File: config.mk
export PLATFORM = sky130hd
export DESIGN_NAME = bcd_display_ctrl
export DESIGN_NICKNAME = d
export VERILOG_FILES = /design/src/rtl/bcd_display_ctrl.sv
export SDC_FILE = /design/constraint.sdc
export NUM_CORES = 1
export LEC_CHECK = 0
export BUFFER_PORTS_ARGS = -buffer_cell sky130_fd_sc_hd__buf_2
export CAP_MARGIN = 20
export CORE_AREA = 5 5 73 92
export CTS_BUF_LIST = sky130_fd_sc_hd__clkbuf_4
export CTS_CLUSTER_DIAMETER = 50
export CTS_CLUSTER_SIZE = 8
export DETAILED_ROUTE_END_ITERATION = 10
export DIE_AREA = 0 0 78 97
export PLACE_DENSITY = 0.66
export SLEW_MARGIN = 10
export SYNTH_ARGS = -nofsm -noshare
export SYNTH_HDL_FRONTEND = slang
export SYNTH_SLANG_ARGS = --single-unit
File: constraint.sdc
create_clock -name Clock -period 3.8 [get_ports Clock]
set_input_delay 0.19 -clock Clock [delete_from_list [all_inputs] [get_ports Clock]]
set_output_delay 0.19 -clock Clock [all_outputs]
set_load 0.02 [all_outputs]
File: src/rtl/bcd_display_ctrl.sv
// Sequenced binary-to-BCD converter (double-dabble) driving three held
// 7-segment digits with optional leading-zero blanking.
module bcd_display_ctrl #(
  parameter int WIDTH = 8
) (
  input  logic             Clock,
  input  logic             Resetn,
  input  logic             start,
  input  logic [WIDTH-1:0] bin,
  input  logic             blank_lz,
  output logic             busy,
  output logic             done,
  output logic [11:0]      bcd,
  output logic [6:0]       HEX0,
  output logic [6:0]       HEX1,
  output logic [6:0]       HEX2
);

  localparam int SRW = 12 + WIDTH;
  localparam int CW  = $clog2(WIDTH + 1);

  typedef enum logic [1:0] {
    IDLE,
    SHIFT,
    LOAD
  } state_t;

  state_t          r_state;
  state_t          w_next;
  logic [SRW-1:0]  r_sr;
  logic [SRW-1:0]  w_adj;
  logic [CW-1:0]   r_cnt;
  logic [11:0]     r_bcd;
  logic            r_done;
  logic            w_h_blank;
  logic            w_t_blank;

  always_comb begin
    w_next = r_state;
    case (r_state)
      IDLE:    if (start) w_next = SHIFT;
      SHIFT:   if (r_cnt == CW'(WIDTH - 1)) w_next = LOAD;
      LOAD:    w_next = IDLE;
      default: w_next = IDLE;
    endcase
  end

  // Add-3 correction on each BCD nibble; the shift happens in the register.
  always_comb begin
    w_adj = r_sr;
    for (int unsigned i = 0; i < 3; i++) begin
      if (r_sr[WIDTH + 4*i +: 4] >= 4'd5)
        w_adj[WIDTH + 4*i +: 4] = r_sr[WIDTH + 4*i +: 4] + 4'd3;
    end
  end

  always_ff @(posedge Clock or negedge Resetn) begin
    if (!Resetn) begin
      r_state <= IDLE;
      r_sr    <= '0;
      r_cnt   <= '0;
      r_bcd   <= '0;
      r_done  <= 1'b0;
    end else begin
      r_state <= w_next;
      r_done  <= 1'b0;
      case (r_state)
        IDLE: begin
          if (start) begin
            r_sr  <= {12'd0, bin};
            r_cnt <= '0;
          end
        end
        SHIFT: begin
          r_sr  <= w_adj << 1;
          r_cnt <= r_cnt + CW'(1);
        end
        LOAD: begin
          r_bcd  <= r_sr[SRW-1:WIDTH];
          r_done <= 1'b1;
        end
        default: ;
      endcase
    end
  end

  function automatic logic [6:0] seg7(input logic [3:0] d);
    case (d)
      4'd0:    seg7 = 7'b0111111;
      4'd1:    seg7 = 7'b0000110;
      4'd2:    seg7 = 7'b1011011;
      4'd3:    seg7 = 7'b1001111;
      4'd4:    seg7 = 7'b1100110;
      4'd5:    seg7 = 7'b1101101;
      4'd6:    seg7 = 7'b1111101;
      4'd7:    seg7 = 7'b0000111;
      4'd8:    seg7 = 7'b1111111;
      4'd9:    seg7 = 7'b1101111;
      default: seg7 = 7'b0000000;
    endcase
  endfunction

  assign w_h_blank = blank_lz && (r_bcd[11:8] == 4'd0);
  assign w_t_blank = w_h_blank && (r_bcd[7:4] == 4'd0);

  assign HEX0 = seg7(r_bcd[3:0]);
  assign HEX1 = w_t_blank ? '0 : seg7(r_bcd[7:4]);
  assign HEX2 = w_h_blank ? '0 : seg7(r_bcd[11:8]);

  assign busy = (r_state != IDLE);
  assign done = r_done;
  assign bcd  = r_bcd;

endmodule

Word level (Yosys, flattened, before mapping)

Memory sizes are Yosys's and may differ from the RTL's.
Index checks and enable logic that the tools add are counted.

Flip-flop bits (word level): 39
Memory bits (read-only): 336
Input port bits: 12
Logic and storage cells: 42
Memories: 3

Memory list:

| memory          | words | width | read ports | clocked after Yosys merged registers in | wr ports | line | source |
|---|---|---|---|---|---|---|---|
| (no name shown) | 16    | 7     | 1          | 0                                       | 0        | 88   | `case (d)` |
| (no name shown) | 16    | 7     | 1          | 0                                       | 0        | 88   |  |
| (no name shown) | 16    | 7     | 1          | 0                                       | 0        | 88   |  |

$add $sub $neg: 4
$lt $le $gt $ge: 3
Equality and inequality tests: 5
Multiplexer cells: 13
Reductions and logical operators: 9

Operators with widths:

| kind                | count |
|---|---|
| $pmux 20 s2         | 1 |
| $mux 20             | 1 |
| $mux 7              | 2 |
| $ge 4x3->1 const B  | 3 |
| $mux 4              | 3 |
| $add 4x2->4 const B | 2 |
| $logic_not 4->1     | 2 |
| $pmux 4 s2          | 1 |
| $add 4x1->4 const B | 1 |
| $eq 4x3->1 const B  | 1 |
| $mux 2              | 2 |
| $ne 2x2->1 const B  | 2 |
| $pmux 2 s2          | 1 |
| $reduce_and 2->1    | 2 |
| $reduce_bool 2->1   | 2 |
| $add 3x2->3 const B | 1 |
| $mux 3              | 1 |
| $eq 2x1->1 const B  | 1 |
| $eq 2x2->1 const B  | 1 |
| $logic_and 1x1->1   | 2 |
| $logic_not 2->1     | 1 |
| $mux 1              | 1 |

Logic depth before layout (Yosys ltp)

Depth after elaboration: 4
Depth in mapped cells: 5

Worst setup path after synthesis

OpenSTA, ideal clock, no wires.

Path type: reg2out
Start point: register r_bcd[9] (netlist: bcd[9])
End point: output port HEX1[6]
Arrival: 1.598 ns
Data required time: 3.610 ns
Slack: 2.012 ns
Stages on the path, launching flop included: 6
Path buffers: 0
Cells stage by stage: dfrtp_1 > inv_1 > ha_1 > and4bb_2 > a211oi_1 > o31a_1

Cells in the longest elaborated chain, start to end: 4

RTL lines:

| element                | line | source |
|---|---|---|
| start, declared        | 33   | `logic [11:0] r_bcd;` |
| start signal, assigned | 79   | `r_bcd <= r_sr[SRW-1:WIDTH];` |
| $logic_not 4->1        | 103  | `assign w_h_blank = blank_lz && (r_bcd[11:8] == 4'd0);` |
| $logic_and 1x1->1      | 103  |  |
| $logic_and 1x1->1      | 104  | `assign w_t_blank = w_h_blank && (r_bcd[7:4] == 4'd0);` |
| $mux 7                 | 107  | `assign HEX1 = w_t_blank ? '0 : seg7(r_bcd[7:4]);` |
| end, declared          | 15   | `output logic [6:0] HEX1,` |

No other way between the ends.

Final worst setup path

Same ends and word-level chain as after synthesis.

==> impl_metrics.json <==
{
  "power.share.sequential": 0.309,
  "cts_buffer_depth": 2,
  "syn-cell-area_um2": 2520,
  "fin_crit_ps": 2220,
  "cp.required_ps": 3610,
  "core_area_um2": 5700,
  "vias_per_cell": 5.46,
  "port-buffer-count": 46,
  "rsz0062_at_grt": "no",
  "yosysTopAreaCell": "dfrtp_1",
  "htree_levels": 2,
  "switching_share": 0.485,
  "synth_edf_count": 0,
  "ioPinCount": 47,
  "cts.reportedPaths.clkPinSlew_ps": 110,
  "die-area_um2": 7570,
  "tightest_slew_ps": 874,
  "cts_tree": "done",
  "slew_violations": 0,
  "crit_fanout": 7,
  "pwr-share-clk": 0.110,
  "dr.pass1.iters": 4,
  "holdPathStages": 3,
  "startpoint": "bcd[9]",
  "synth.most_common_cell": "dfrtp_1",
  "grt_pass1_vias": 2057,
  "insertion_delay_ps": 340,
  "post_cts_resized": 0,
  "endpoint_kind": "output port",
  "fill_cells": 522,
  "grt_pass1_wl_um": 9190,
  "leakagePower_nw": 1.31,
  "hp-start": "bin[1]",
  "die_h_um": 97,
  "crit_type": "reg -> out",
  "gr-total-overflow": 0,
  "peakVddDrop_uv": 383,
  "status": "finished, final reports clean",
  "routedWlPerCell_um": 13.4,
  "cts_buffers": 5,
  "grtUsageTotal": 0.141,
  "core.rowCount": 31,
  "syn_avg_cell_area_um2": 8.99,
  "reg2reg_from": "r_state[0]",
  "yosys_warnings": 0,
  "dp_hpwl_um": 3710,
  "fp.dieW_um": 78,
  "final_layout_size_suffix_gt1_frac": 0.182,
  "drv_cap": 0,
  "cts_sinks": 39,
  "antenna_found_initial": 0,
  "slew_headroom": 0.418,
  "power_frac_comb": 0.581,
  "synth_common_cells": "dfrtp_1 (39), o21ai_0 (33), inv_1 (26)",
  "synth_area_leaders": "dfrtp_1 (39%), ha_1 (11%), o21ai_0 (6.6%)",
  "setup_tns_ps": 0,
  "num_vias": 2095,
  "start_kind": "register",
  "finClkSkew_ps": 6.24,
  "finalWeightedCongestion": 0.793,
  "syn-instance-count": 280,
  "yosysTopAreaCellShare": 0.388,
  "clockRootBuffer": "clkbuf_4",
  "drt-initial-drc-count": 106,
  "hold_viol": 0,
  "antennaDiodeCount": 0,
  "antenna_left": 0,
  "yosysSeqAreaShare": 0.388,
  "cts_hold_buf": 1,
  "ys_ff_latch": 39,
  "timing.final.crit_share": 0.585,
  "arrival_ps": 2030,
  "setup_viol": 0,
  "ys_async_sr_fraction": 1.00,
  "max_clock_freq_mhz": 450,
  "ys_types": 42,
  "area_growth_pct": 12.6,
  "p_switching_mw": 1.20,
  "synthesis.nets": 315,
  "final_nets": 352,
  "drc": 0,
  "postCtsSetupBuffers": 0,
  "wl_um": 5130,
  "intPower_mw": 1.27,
  "power_density_nw_per_um2": 872,
  "worstRegToRegCells": 3,
  "start_util": 0.441,
  "final_core_util": 0.497,
  "hold_path_class": "in -> reg",
  "synth_flop_cell": "dfrtp_1",
  "grt_max_degree": 40
}
## layer usage
metal | GRT usage | up-vias | wire length [µm]
met3 | 0.0344 | 6 | 301
met5 | 0 | - | 0
met4 | 0.0481 | 0 | 65
met1 | 0.177 | 963 | 2350
met2 | 0.233 | 48 | 2410
li1 | - | 1078 | -
## state kept, by name, indices dropped and copies added, names as in the netlist
name / flops
bcd: 12
r_state: 2
done: 1
r_cnt: 4
r_sr: 20
## path summary, 6_finish.rpt
check,end,slack (ps)
setup / recovery,HEX1[6],1580
hold / removal,r_sr[1],130
setup reg to reg,r_sr[18],2030
hold reg to reg,r_sr[19],510
max in group asynchronous,r_sr[7],2760
min in group asynchronous,r_cnt[1],490
## worst max-delay path, stage by stage, from the launching register on
cell	delay [ps]
dfrtp_1	470
inv_1	120
ha_1	230
and4bb_2	290
a211oi_1	270
o31a_1	160
buf_2	160
## power groups by stage
stage	clock network [mW]	logic, mW	registers [mW]
2_1_floorplan	0	1.10	0.725
3_3_place_gp	0	1.42	0.767
3_5_place_dp	0	1.45	0.772
4_1_cts	0.285	1.45	0.763
5_1_grt	0.303	1.61	0.799
6_report	0.272	1.44	0.763
## through the flow
stage | total power [mW] | setup WS (ps) | cell area, µm² | instances | hold slack (ps)
floorplan | 1.83 | 2010 | 2520 | 280 | -106
global placement | 2.19 | 2050 | 2750 | 375 | 362
detailed placement | 2.22 | 1980 | 2750 | 375 | 363
CTS | 2.50 | 1570 | 2830 | 384 | 110
global route | 2.71 | 1430 | 2830 | 384 | 121
finish | 2.47 | 1580 | 2830 | 384 | 125
## cell families (layout without fill, tap and decap cells)
kind of cell	after synthesis	after routing	share of synthesized area
compound gates	102	102	0.267
xor+xnor	3	3	0.0104
fa+ha+maj	23	23	0.114
buf+inv	43	81	0.0711
flops	39	39	0.388
mux	4	4	0.0164
simple gates	66	66	0.133
## area by class of cell
cell class / instances / area [µm²] / area share
clock inverter: 3 / 38.8 / 0.0137
clock buffer: 5 / 37.5 / 0.0132
timing repair buffer: 47 / 240 / 0.0848
sequential: 39 / 976 / 0.344
tap: 66 / 82.6 / 0.0291
inverter: 26 / 97.6 / 0.0344
multi-input combinational: 198 / 1360 / 0.480
## layout by cell type, fill, tap and decap left out, types with 3 or more instances in the layout
cell | Yosys | final
a21oi_1 | 17 | 17
a22oi_1 | 8 | 8
a32o_1 | 3 | 3
buf_2 | 9 | 46
clkbuf_4 | 0 | 5
dfrtp_1 | 39 | 39
ha_1 | 23 | 23
inv_1 | 26 | 26
mux2i_1 | 3 | 3
nand2_1 | 24 | 24
nand2b_1 | 7 | 7
nor2_1 | 12 | 12
nor2b_1 | 14 | 14
o2111ai_1 | 6 | 6
o21a_1 | 3 | 3
o21ai_0 | 33 | 33
o221ai_1 | 3 | 3
o22ai_1 | 6 | 6
o311ai_0 | 3 | 3
o31a_1 | 3 | 3
o31ai_1 | 3 | 3
xnor2_1 | 3 | 3
No activity file was read; power rests on OpenSTA's default activity.
